==> src/rtl/round_state_mux.sv <==
// round_state_mux
// Iterates an externally computed round function over a registered cipher state.
// A block is accepted in IDLE, gets exactly ROUNDS round updates in RUN, then waits in
// DONE until the consumer takes it.
//
// Ports:
//   clk        input            rising-edge clock
//   reset      input            asynchronous active-low reset
//   flush      input            synchronous abort back to IDLE (state value kept)
//   data_in    input  [DATA_W]  initial state for a new block
//   in_valid   input            data_in is valid
//   in_ready   output           high only in IDLE
//   round_in   input  [DATA_W]  round function applied to state_out
//   state_out  output [DATA_W]  registered state driving the round function
//   round_cnt  output [CNT_W]   index of the round currently being computed
//   data_out   output [DATA_W]  finished block (same register as state_out)
//   out_valid  output           high only in DONE
//   out_ready  input            consumer accepts data_out
module round_state_mux #(
   parameter int unsigned DATA_W = 64,
   parameter int unsigned ROUNDS = 31,
   parameter int unsigned CNT_W  = 5
) (
   input  logic              clk,
   input  logic              reset,
   input  logic              flush,
   input  logic [DATA_W-1:0] data_in,
   input  logic              in_valid,
   output logic              in_ready,
   input  logic [DATA_W-1:0] round_in,
   output logic [DATA_W-1:0] state_out,
   output logic [CNT_W-1:0]  round_cnt,
   output logic [DATA_W-1:0] data_out,
   output logic              out_valid,
   input  logic              out_ready
);

   localparam logic [CNT_W-1:0] LastRound = CNT_W'(ROUNDS);

   typedef enum logic [1:0] {StIdle, StRun, StDone} st_e;

   st_e               st_q, st_d;
   logic [DATA_W-1:0] data_q, data_d;
   logic [CNT_W-1:0]  cnt_q, cnt_d;

   always_ff @(posedge clk or negedge reset) begin
      if (!reset) begin
         st_q   <= StIdle;
         data_q <= '0;
         cnt_q  <= '0;
      end else begin
         st_q   <= st_d;
         data_q <= data_d;
         cnt_q  <= cnt_d;
      end
   end

   always_comb begin
      st_d   = st_q;
      data_d = data_q;
      cnt_d  = cnt_q;
      if (flush) begin
         // Abort wins over load, round update and hand-off; the state value is kept.
         st_d  = StIdle;
         cnt_d = '0;
      end else begin
         unique case (st_q)
            StIdle: begin
               if (in_valid) begin
                  data_d = data_in;
                  cnt_d  = CNT_W'(1);
                  st_d   = StRun;
               end
            end
            StRun: begin
               data_d = round_in;
               // Counter saturates at the last round, so it never wraps.
               if (cnt_q == LastRound) begin
                  st_d = StDone;
               end else begin
                  cnt_d = cnt_q + CNT_W'(1);
               end
            end
            StDone: begin
               if (out_ready) begin
                  st_d  = StIdle;
                  cnt_d = '0;
               end
            end
            default: begin
               st_d  = StIdle;
               cnt_d = '0;
            end
         endcase
      end
   end

   assign in_ready  = (st_q == StIdle);
   assign out_valid = (st_q == StDone);
   assign state_out = data_q;
   assign data_out  = data_q;
   assign round_cnt = cnt_q;

endmodule

==> config.mk <==
export PLATFORM = sky130hd
export DESIGN_NAME = round_state_mux
export DESIGN_NICKNAME = d
export VERILOG_FILES = /design/src/rtl/round_state_mux.sv
export SDC_FILE = /design/constraint.sdc
export NUM_CORES = 1
export LEC_CHECK = 0
export ABC_AREA = 1
export ABC_CLOCK_PERIOD_IN_PS = 1460
export CAP_MARGIN = 15
export CORE_AREA = 5 5 117 119
export DETAILED_ROUTE_END_ITERATION = 10
export DIE_AREA = 0 0 122 124
export PLACE_DENSITY = 0.85
export SLEW_MARGIN = 15
export SYNTH_ARGS = -nofsm -noshare
export SYNTH_HDL_FRONTEND = slang
export SYNTH_SLANG_ARGS = --single-unit
==> constraint.sdc <==
create_clock -name clk -period 1.46 [get_ports clk]
set_input_delay 0.146 -clock clk [delete_from_list [all_inputs] [get_ports clk]]
set_output_delay 0.146 -clock clk [all_outputs]
set_load 0.005 [all_outputs]
==> summary.txt <==
run status = complete, no violations
routed vias/inst = 4.44
CTS HTree Levels = 3
vias in the first global route = 4150
die extent in x = 122 µm
DR pass1 iterations = 5
Synth warnings = 0
R2R Path Start = st_q[0]$_DFFE_PN0P_
GP Congestion = 0.777
Crit Path Category = register to register
fillers = 1133
CTS Buf Count = 9
grt ovf = 0
slowest CP cell = dfrtp_2
crit start category = register
Max Clock Freq = 701 MHz
Relative slew margins = 0.737
MaxCap Viol Count = 0
final wirelength = 15300 µm
Final period util = 0.977
critical path arrival = 1.69 ns
clk slew on worst S/H paths = 0.06 ns
core area = 0.0125 mm²
RSZ-0062 raised after global routing = true
leading cell types in the layout, fill and taps excluded = 396 x nand2_1, 260 x clkdlybuf4s50_1, 69 x dfrtp_1
final hold viol count = 0
worst reg2reg path depth = 6
CP endpoint kind = register
Antenna Nets Post-Route = 0
peak per-stage delay on the critical path = 0.40 ns
height of the die = 124 µm
post-synthesis average cell area = 6.84 µm²
io pins = 268
1st-iter DRT viols = 279
Tot GR Track Use = 0.174
TritonCTS sink count = 71
Seq/Total Area, Yosys = 0.438
Peak VDD IR = 0.511 mV
area of the multi-input gates = 0.00169 mm²
Hold Worst Slack = 0.374 ns
count of pins over their slew limit = 0
initial antenna violation count = 0
CTS tree = built
Layout area overhead = 74.2%
Critical Path RT = 1.72 ns
row cnt = 41
Post-Syn Nets = 729
Design Area, Final = 0.00707 mm²
static leakage = 0.00356 µW
worst slack at placement = -0.0512 ns
IO Port Bufs = 267
power per cell area = 1220 mW/mm²
Worst-Skew Late Latency = 0.33 ns
final worst slack = 0.0333 ns
DPL Wire Length = 10100 µm
R2R setup slack = 0.03 ns
CP Cell Sequence = buf_4 -> o211ai_1 -> buf_6 -> clkbuf_16 -> nand2_1 -> nand2_1
nets = 948
first-pass GRT wire length = 20900 µm
cell mode on critical path = nand2_1
via count = 4385
WL per Instance = 15.4 µm
final setup violation count = 0
Reg area = 0.00178 mm²
Starting Density = 0.326
Die ar. = 0.0151 mm²
Placed Area = 0.00654 mm²
min cycle time layout = 1.43 ns
worst reg2reg path endpoint = data_out[3]$_DFFE_PN0P_
Syn Inst Count = 594
DR DRC count = 0
largest net degree at the start of global routing = 72
share of cells above drive strength 1 = 0.0748
worst-path maximum fanout = 15
post-synthesis cell type count = 15
Clock Path Buffers = 2
Fin Setup TNS = 0 ns
measured slew at the worst slew-check pin = 0.395 ns
# diodes = 0
HP Class = input pin to asynchronous set/reset pin
commonest non-fill, non-tap cell in the layout = nand2_1
root buffer cell = clkbuf_16
Synth Register Bits = 71
Fin Clk Skew = 0.0100 ns
synthesized area = 0.00406 mm²
## through the flow
stage,instances,util,power (µW)
after floorplan,594,-,4490
after global placement,958,0.525,6450
after detailed placement,958,0.525,6550
after CTS,975,0.547,8480
after global routing,988,0.567,9200
final,988,0.567,8630
## critical path, delay by kind of cell (launching register included)
kind	cells	cell delay (ns)
compound gates	1	0.27
buf+inv	3	0.56
flops	1	0.40
simple gates	2	0.13
## worst max path at each step
stage / endpoint / start / slack, ns
6_report: data_out[3]$_DFFE_PN0P_ / st_q[0]$_DFFE_PN0P_ / 0.03
5_1_grt: data_out[46]$_DFFE_PN0P_ / st_q[1]$_DFFE_PN0P_ / -0.05
4_1_cts: data_out[46]$_DFFE_PN0P_ / st_q[0]$_DFFE_PN0P_ / -0.06
3_5_place_dp: data_out[46]$_DFFE_PN0P_ / flush / -0.05
3_3_place_gp: round_cnt[2]$_DFFE_PN0P_ / round_cnt[0]$_DFFE_PN0P_ / -0.002
2_1_floorplan: round_cnt[2]$_DFFE_PN0P_ / round_cnt[0]$_DFFE_PN0P_ / 0.02
## flip-flops by register name, summed over array words and instances, names as in the netlist
register	cells
st_q	2
data_out	64
round_cnt	5
## routing by layer
metal  up-vias  GRT usage  routed length, µm
met5         -          0                  0
met1      2020      0.208               6080
met3        14     0.0486               1300
met4         0     0.0483                153
li1       2153          -                  -
met2       198      0.306               7720
## power breakdown
| part | switching (µW) | internal (µW) |
|---|---|---|
| clock | 751 | 1130 |
| sequential | 428 | 2430 |
| combinational | 1510 | 2390 |
## cell usage after synthesis
cell type	instances	area, µm²
clkbuf_1	7	26.3
dfrtp_1	71	1780
buf_4	66	495
nor2_4	1	11.3
nand3_1	9	45.0
buf_2	18	90.1
inv_1	7	26.3
o21ai_0	2	10.0
nand4_1	2	12.5
nor2_1	6	22.5
nand2_1	399	1500
inv_2	2	7.51
or2_2	1	6.26
o211ai_1	1	7.51
ha_1	2	25.0
## cell families (layout without fill, tap and decap cells)
group	count (synthesis)	in the layout	synth area share
AO/OA/AOI/OAI	3	3	0.00432
buffers and inverters	100	322	0.159
AND/OR/NAND/NOR	418	418	0.393
adder cells (fa/ha/maj)	2	2	0.00616
flip-flops	71	71	0.438
## area by class of cell
type                            count  area share
Tap cell                          172      0.0304
Inverter                            9     0.00513
Sequential cell                    71       0.252
Timing Repair Buffer              299       0.439
Clock inverter                      2     0.00142
Clock buffer                       12      0.0334
Multi-Input combinational cell    423       0.239
## timing repair
item	4_1_cts	5_1_grt
endpoints found under the setup margin	9	77
hold endpoints to repair	71	0
pin swaps	0	7
resized for setup	9	17
setup buffers	2	7
hold buffers	1	0
gates cloned	0	7
Power figures use the tool's default switching activity.
